**src/rtl/vliw_pkg.sv**
```systemverilog
// Shared definitions for the VLIW bundle packer: scalar instruction layout,
// opcodes and register-use helpers.
package vliw_pkg;

  localparam logic [2:0] OP_ADD  = 3'd0;
  localparam logic [2:0] OP_MUL  = 3'd1;
  localparam logic [2:0] OP_ADDI = 3'd2;
  localparam logic [2:0] OP_MOV  = 3'd4;

  localparam int OP_LSB    = 0;
  localparam int DEST_LSB  = 3;
  localparam int SRC1_LSB  = 6;
  localparam int SRC2_LSB  = 9;
  localparam int IMM_LSB   = 12;
  localparam int VALID_BIT = 31;

  typedef struct packed {
    logic        valid;
    logic [18:0] imm;
    logic [2:0]  src2;
    logic [2:0]  src1;
    logic [2:0]  dest;
    logic [2:0]  op;
  } vliw_instr_t;

  function automatic logic reads_src1(input logic [2:0] op);
    return (op == OP_ADD) || (op == OP_MUL) || (op == OP_ADDI);
  endfunction

  function automatic logic reads_src2(input logic [2:0] op);
    return (op == OP_ADD) || (op == OP_MUL);
  endfunction

  function automatic logic is_placeable(input vliw_instr_t i);
    return i.valid && ((i.op == OP_ADD) || (i.op == OP_MUL) ||
                       (i.op == OP_ADDI) || (i.op == OP_MOV));
  endfunction

endpackage

```
**src/rtl/vliw_hazard_check.sv**
```systemverilog
// Flags an intra-bundle RAW/WAW hazard between an incoming instruction and the
// set of destinations already written by the open bundle.
module vliw_hazard_check
  import vliw_pkg::*;
(
  input  vliw_instr_t instr,
  input  logic [7:0]  wmask,
  output logic        conflict
);

  logic unused_bits;
  assign unused_bits = ^{instr.valid, instr.imm};

  assign conflict = wmask[instr.dest] ||
                    (reads_src1(instr.op) && wmask[instr.src1]) ||
                    (reads_src2(instr.op) && wmask[instr.src2]);

endmodule

```
**src/rtl/vliw_bundle_packer.sv**
```systemverilog
// Packs an in-order scalar instruction stream into hazard-free VLIW bundles.
// Optional idle-timeout close is enabled by defining VLIW_PACK_TIMEOUT_EN.
module vliw_bundle_packer
  import vliw_pkg::*;
#(
  parameter int NUM_SLOTS   = 4,
  parameter int TIMEOUT_CYC = 8
) (
  input  logic                   clk,
  input  logic                   rst,
  input  logic                   in_valid,
  input  logic [31:0]            in_instr,
  output logic                   in_ready,
  input  logic                   flush,
  output logic                   out_valid,
  output logic [32*NUM_SLOTS-1:0] out_bundle,
  input  logic                   out_ready,
  output logic                   busy
);

  localparam int CW = $clog2(NUM_SLOTS + 1);

  logic [NUM_SLOTS-1:0][31:0] acc, acc_p, acc_n, close_bundle;
  logic [CW-1:0]              cnt, cnt_p, cnt_n;
  logic [7:0]                 wmask, wmask_p, wmask_n;
  logic                       flush_pend, flush_pend_n;
  logic                       out_free, accept, place, conflict, do_close, timeout_fire;
  vliw_instr_t                ins;

  assign ins      = vliw_instr_t'(in_instr);
  assign out_free = !out_valid || out_ready;
  assign in_ready = !rst && out_free;
  assign accept   = in_valid && in_ready;
  assign place    = accept && is_placeable(ins);
  assign busy     = (cnt != '0) || flush_pend;

  vliw_hazard_check u_hazard (
    .instr    (ins),
    .wmask    (wmask),
    .conflict (conflict)
  );

`ifdef VLIW_PACK_TIMEOUT_EN
  localparam int IW = $clog2(TIMEOUT_CYC + 1);
  logic [IW-1:0] idle_cnt;

  // The edge that would bring the count to TIMEOUT_CYC closes the bundle.
  assign timeout_fire = !accept && (cnt != '0) && out_free &&
                        (idle_cnt >= IW'(TIMEOUT_CYC - 1));

  always_ff @(posedge clk or posedge rst) begin
    if (rst)                                         idle_cnt <= '0;
    else if (accept || do_close)                     idle_cnt <= '0;
    else if (cnt != '0 && idle_cnt != IW'(TIMEOUT_CYC)) idle_cnt <= idle_cnt + 1'b1;
  end
`else
  localparam int unused_timeout = TIMEOUT_CYC;
  assign timeout_fire = 1'b0;
`endif

  always_comb begin
    // Placement of a non-conflicting instruction into the open bundle.
    acc_p   = acc;
    cnt_p   = cnt;
    wmask_p = wmask;
    if (place && !conflict) begin
      for (int s = 0; s < NUM_SLOTS; s++)
        if (cnt == CW'(s)) acc_p[s] = in_instr;
      cnt_p             = cnt + 1'b1;
      wmask_p[ins.dest] = 1'b1;
    end

    acc_n        = acc_p;
    cnt_n        = cnt_p;
    wmask_n      = wmask_p;
    flush_pend_n = flush_pend;
    do_close     = 1'b0;
    close_bundle = acc_p;

    if (place && conflict) begin
      // Old bundle leaves; a flush on this edge would need a second close.
      do_close        = 1'b1;
      close_bundle    = acc;
      acc_n           = '0;
      acc_n[0]        = in_instr;
      cnt_n           = CW'(1);
      wmask_n         = '0;
      wmask_n[ins.dest] = 1'b1;
      flush_pend_n    = flush;
    end else if (cnt_p != '0 && (cnt_p == CW'(NUM_SLOTS) ||
                 (out_free && (flush || flush_pend)) || timeout_fire)) begin
      do_close     = 1'b1;
      acc_n        = '0;
      cnt_n        = '0;
      wmask_n      = '0;
      flush_pend_n = 1'b0;
    end else if (flush && cnt_p != '0) begin
      flush_pend_n = 1'b1;
    end
  end

  always_ff @(posedge clk or posedge rst) begin
    if (rst) begin
      acc        <= '0;
      cnt        <= '0;
      wmask      <= '0;
      flush_pend <= 1'b0;
    end else begin
      acc        <= acc_n;
      cnt        <= cnt_n;
      wmask      <= wmask_n;
      flush_pend <= flush_pend_n;
    end
  end

  // Every close happens with the output free, so it can always overwrite.
  always_ff @(posedge clk or posedge rst) begin
    if (rst) begin
      out_valid  <= 1'b0;
      out_bundle <= '0;
    end else if (do_close) begin
      out_valid  <= 1'b1;
      out_bundle <= close_bundle;
    end else if (out_ready) begin
      out_valid  <= 1'b0;
    end
  end

endmodule

```
**config.mk**
```make
export PLATFORM = sky130hd
export DESIGN_NAME = vliw_bundle_packer
export DESIGN_NICKNAME = d
export VERILOG_FILES = /design/src/rtl/vliw_pkg.sv /design/src/rtl/vliw_hazard_check.sv /design/src/rtl/vliw_bundle_packer.sv
export SDC_FILE = /design/constraint.sdc
export NUM_CORES = 1
export LEC_CHECK = 0
export CAP_MARGIN = 20
export CELL_PAD_IN_SITES_DETAIL_PLACEMENT = 0
export CELL_PAD_IN_SITES_GLOBAL_PLACEMENT = 1
export CORE_UTILIZATION = 45
export DETAILED_ROUTE_END_ITERATION = 7
export DONT_BUFFER_PORTS = 1
export GPL_TIMING_DRIVEN = 1
export PLACE_DENSITY = 0.72
export SLEW_MARGIN = 0
export SYNTH_ARGS = -nofsm -noshare
export SYNTH_HDL_FRONTEND = slang
export SYNTH_SLANG_ARGS = --single-unit
```
**constraint.sdc**
```tcl
create_clock -name clk -period 12.8 [get_ports clk]
set_clock_uncertainty 0.15 [all_clocks]
set_input_delay 1.92 -clock clk [delete_from_list [all_inputs] [get_ports clk]]
set_output_delay 1.92 -clock clk [all_outputs]
set_load 0.05 [all_outputs]
```
==> impl_metrics.env <==
export IMPL_status="finished clean"
export IMPL_synth_simple_area_share_pct=12.35
export IMPL_final_setup_tns_ps=0
export IMPL_slew_headroom_pct=26.47
export IMPL_crit_required_ps=13080
export IMPL_synth_mux_area_share_pct=6.284
export IMPL_finalHoldViolCount=0
export IMPL_num_rows=58
export IMPL_dp_hpwl_mm=17.70
export IMPL_rsz0062_at_grt="no"
export IMPL_postCtsSetupBuffers=0
export IMPL_nets=1006
export IMPL_synth_warnings=0
export IMPL_crit_path_start="in_instr[1]"
export IMPL_pre_cts_ws_ps=6360
export IMPL_cts_tree="done"
export IMPL_internal_power_mw=1.928
export IMPL_die_width_um=162.3
export IMPL_r2r_end="out_bundle[75]"
export IMPL_sw_frac_of_total_pct=46.77
export IMPL_peakVddDrop_uv=140.9
export IMPL_clkPwrFrac_pct=22.2
export IMPL_crit_fanout=99
export IMPL_maxCapViolations=0
export IMPL_synth_top_family_by_area="compound AO/OA/AOI/OAI gates"
export IMPL_synthArstFlopShare_pct=100.0
export IMPL_power_mw=3.622
export IMPL_combinationalPowerShare_pct=20.9
export IMPL_ant_nets=0
export IMPL_setup_viol=0
export IMPL_io_pins=168
export IMPL_num_vias=7792
export IMPL_grt_max_degree=136
export IMPL_fin_ws_ps=6957
export IMPL_h_tree_depth=1
export IMPL_syn_num_nets=1051
export IMPL_period_minus_slack_ps=5843
export IMPL_dieArea_um2=26350
export IMPL_p_leak_nw=5.245
export IMPL_place_gp_congestion=0.7952
export IMPL_cts_hold_fix_buffers=0
export IMPL_critPathKind="input pin to flip-flop"
export IMPL_tightest_slew_ps=1103
export IMPL_ys_flop_type="dfrtp_1"
export IMPL_reg2reg_from="out_valid"
export IMPL_avgSynthCellArea_um2=11.46
export IMPL_portBuffers=0
export IMPL_drt_first_pass_iters=5
export IMPL_grt_pass1_vias=7708
export IMPL_antennaDiodeCount=0
export IMPL_switchingPower_mw=1.694
export IMPL_gr_total_overflow=0
export IMPL_drt_iter0_markers=662
export IMPL_die_h_um=162.3
export IMPL_cp_data_arrival_time_ps=6120
export IMPL_viasPerCell=5.925
export IMPL_cts_reportedPaths_clkPinSlew_ps=60
export IMPL_startpoint_type="input pin"
export IMPL_cts_inserted_buffers=30
export IMPL_hold_path_class="flip-flop to flip-flop"
export IMPL_clock_sinks=269
export IMPL_syn_cell_area_um2=11570
export IMPL_clockRootBuffer="clkbuf_16"
export IMPL_yosysUniqueCellTypes=47
export IMPL_final_period_utilization_pct=45.65
export IMPL_seq_power_share_pct=56.9
export IMPL_p_per_area_nw_per_um2=288.9
export IMPL_clock_path_buffers=3
export IMPL_syn_inst=1009
export IMPL_core_area_um2=25180
export IMPL_insertion_delay_ps=540
export IMPL_start_util_pct=45.94
export IMPL_ff2ff_path_depth=8
export IMPL_seq_area_frac_synth_pct=58.19
export IMPL_synthToLayoutAreaGrowth_pct=8.383
export IMPL_grt_first_pass_wirelength_mm=46.57
export IMPL_wl_per_cell_um=22.66
export IMPL_max_freq_mhz=171.1
export IMPL_drive_gt1_share_pct=16.45
export IMPL_antenna_found_initial=0
export IMPL_grt_usage_pct=22.59
export IMPL_synth_adder_area_share_pct=0.5408
export IMPL_drv_slew=0
export IMPL_drt_wl_total_mm=29.80
export IMPL_synth_xor_area_share_pct=0
export IMPL_synth_compound_area_share_pct=18.06
export IMPL_rrSetupSlack_ps=7660
export IMPL_synth_edf_count=0
export IMPL_ys_seq_elements=269
export IMPL_cts_resized_gates=0
export IMPL_crit_path_end_kind="flip-flop"
export IMPL_drcViolationCount=0
export IMPL_worstSetupEndpoint="out_bundle[75]"
## cells in the final DEF, fill, tap and decap left out, types with 3 or more instances in the layout
cell type / synthesis / final
a21oi_1: 40 / 40
a22o_1: 35 / 35
a32o_1: 4 / 4
and2_1: 3 / 3
and3_1: 5 / 3
buf_4: 16 / 10
clkbuf_1: 21 / 8
clkbuf_16: 0 / 31
clkbuf_8: 0 / 4
clkinv_2: 0 / 7
dfrtp_1: 269 / 269
ha_1: 5 / 5
inv_1: 6 / 5
mux2i_1: 67 / 67
nand2_1: 196 / 195
nand2_2: 2 / 3
nand3_1: 5 / 4
nor2_1: 117 / 117
nor2b_1: 6 / 6
nor3b_1: 4 / 4
o21ai_0: 5 / 5
o21ai_4: 0 / 3
o221a_1: 39 / 39
o221a_2: 85 / 85
## cell usage after synthesis, types with 2 or more instances
master	instances	area share [%]
dfrtp_1	269	58
nand2_1	196	6.4
nor2_1	117	3.8
o221a_2	85	8.3
mux2i_1	67	5.8
buf_2	41	1.8
a21oi_1	40	1.7
o221a_1	39	3.8
a22o_1	35	2.7
clkbuf_1	21	0.68
buf_4	16	1.0
buf_6	9	0.88
inv_1	6	0.19
nor2b_1	6	0.32
and3_1	5	0.27
ha_1	5	0.54
nand3_1	5	0.22
o21ai_0	5	0.22
a32o_1	4	0.35
nor3b_1	4	0.26
and2_1	3	0.16
o21ai_1	3	0.13
mux4_2	2	0.39
nand2_2	2	0.11
o22ai_1	2	0.11
## worst max-delay path, cell delays in order
cell	delay, ps
nor2_2	140
nor2_1	100
or4_1	690
nand2_2	210
a21boi_4	850
buf_4	950
nand2_2	710
o221a_2	450
## area by class of cell
| cell class | instances | area, um^2 |
|---|---|---|
| Inverter | 6 | 30.03 |
| Tap cell | 330 | 412.9 |
| Clock buffer | 43 | 860.8 |
| Timing Repair Buffer | 10 | 75.07 |
| Sequential cell | 269 | 6731 |
| Clock inverter | 10 | 58.81 |
| Fill cell | 2283 | 12640 |
| Multi-Input combinational cell | 647 | 4368 |
## per-layer routing
layer  part of all wire (%)  GRT usage (%)  wire length, um  vias up
met1                     46          33.29            13800     3977
met4                    1.2          4.417              366        0
li1                       -              -                -     3543
met3                    8.1          5.628             2424       33
met2                     44          33.74            13200      239
met5                      0              0                0        -
## power by group through the flow
| stage | Clock, mW | Sequential [mW] | Combinational (mW) |
|---|---|---|---|
| finish | 0.805 | 2.06 | 0.757 |
| detailed placement | 0 | 2.08 | 0.766 |
| CTS | 0.825 | 2.06 | 0.766 |
| global route | 0.859 | 2.09 | 0.823 |
| global placement | 0 | 2.08 | 0.747 |
| floorplan | 0 | 1.98 | 0.653 |
## logic make-up after synthesis
group,Yosys count
AOI/OAI and AO/OA,223
adders and majority gates,5
buffers and inverters,93
DFF,269
muxes,70
and+or+nand+nor,349
## flip-flops by register name (all words and copies together) (netlist names)
signal and flops:
acc 128, out_bundle 128, wmask 8, cnt 3, flush_pend 1, out_valid 1
## metrics by stage
step                instance area, um^2  instances  hold slack (ps)  util, %
floorplan                         11570       1009            302.2        -
global placement                  11620       1262            314.8    46.13
detailed placement                11620       1262            326.6    46.13
CTS                               12540       1315            339.2    49.79
global route                      12540       1315            371.5    49.79
finish                            12540       1315            331.4    49.79
## worst min-delay path by stage
stage / slack (ps) / depth (start not counted) / start / to
floorplan: 300 / 2 / acc[127] / acc[127]
global placement: 310 / 2 / acc[63] / acc[63]
detailed placement: 330 / 2 / acc[63] / acc[63]
CTS: 340 / 2 / acc[63] / acc[63]
global route: 370 / 1 / acc[18] / acc[18]
finish: 330 / 2 / acc[63] / acc[63]
No activity file was read; power rests on OpenSTA's default activity.
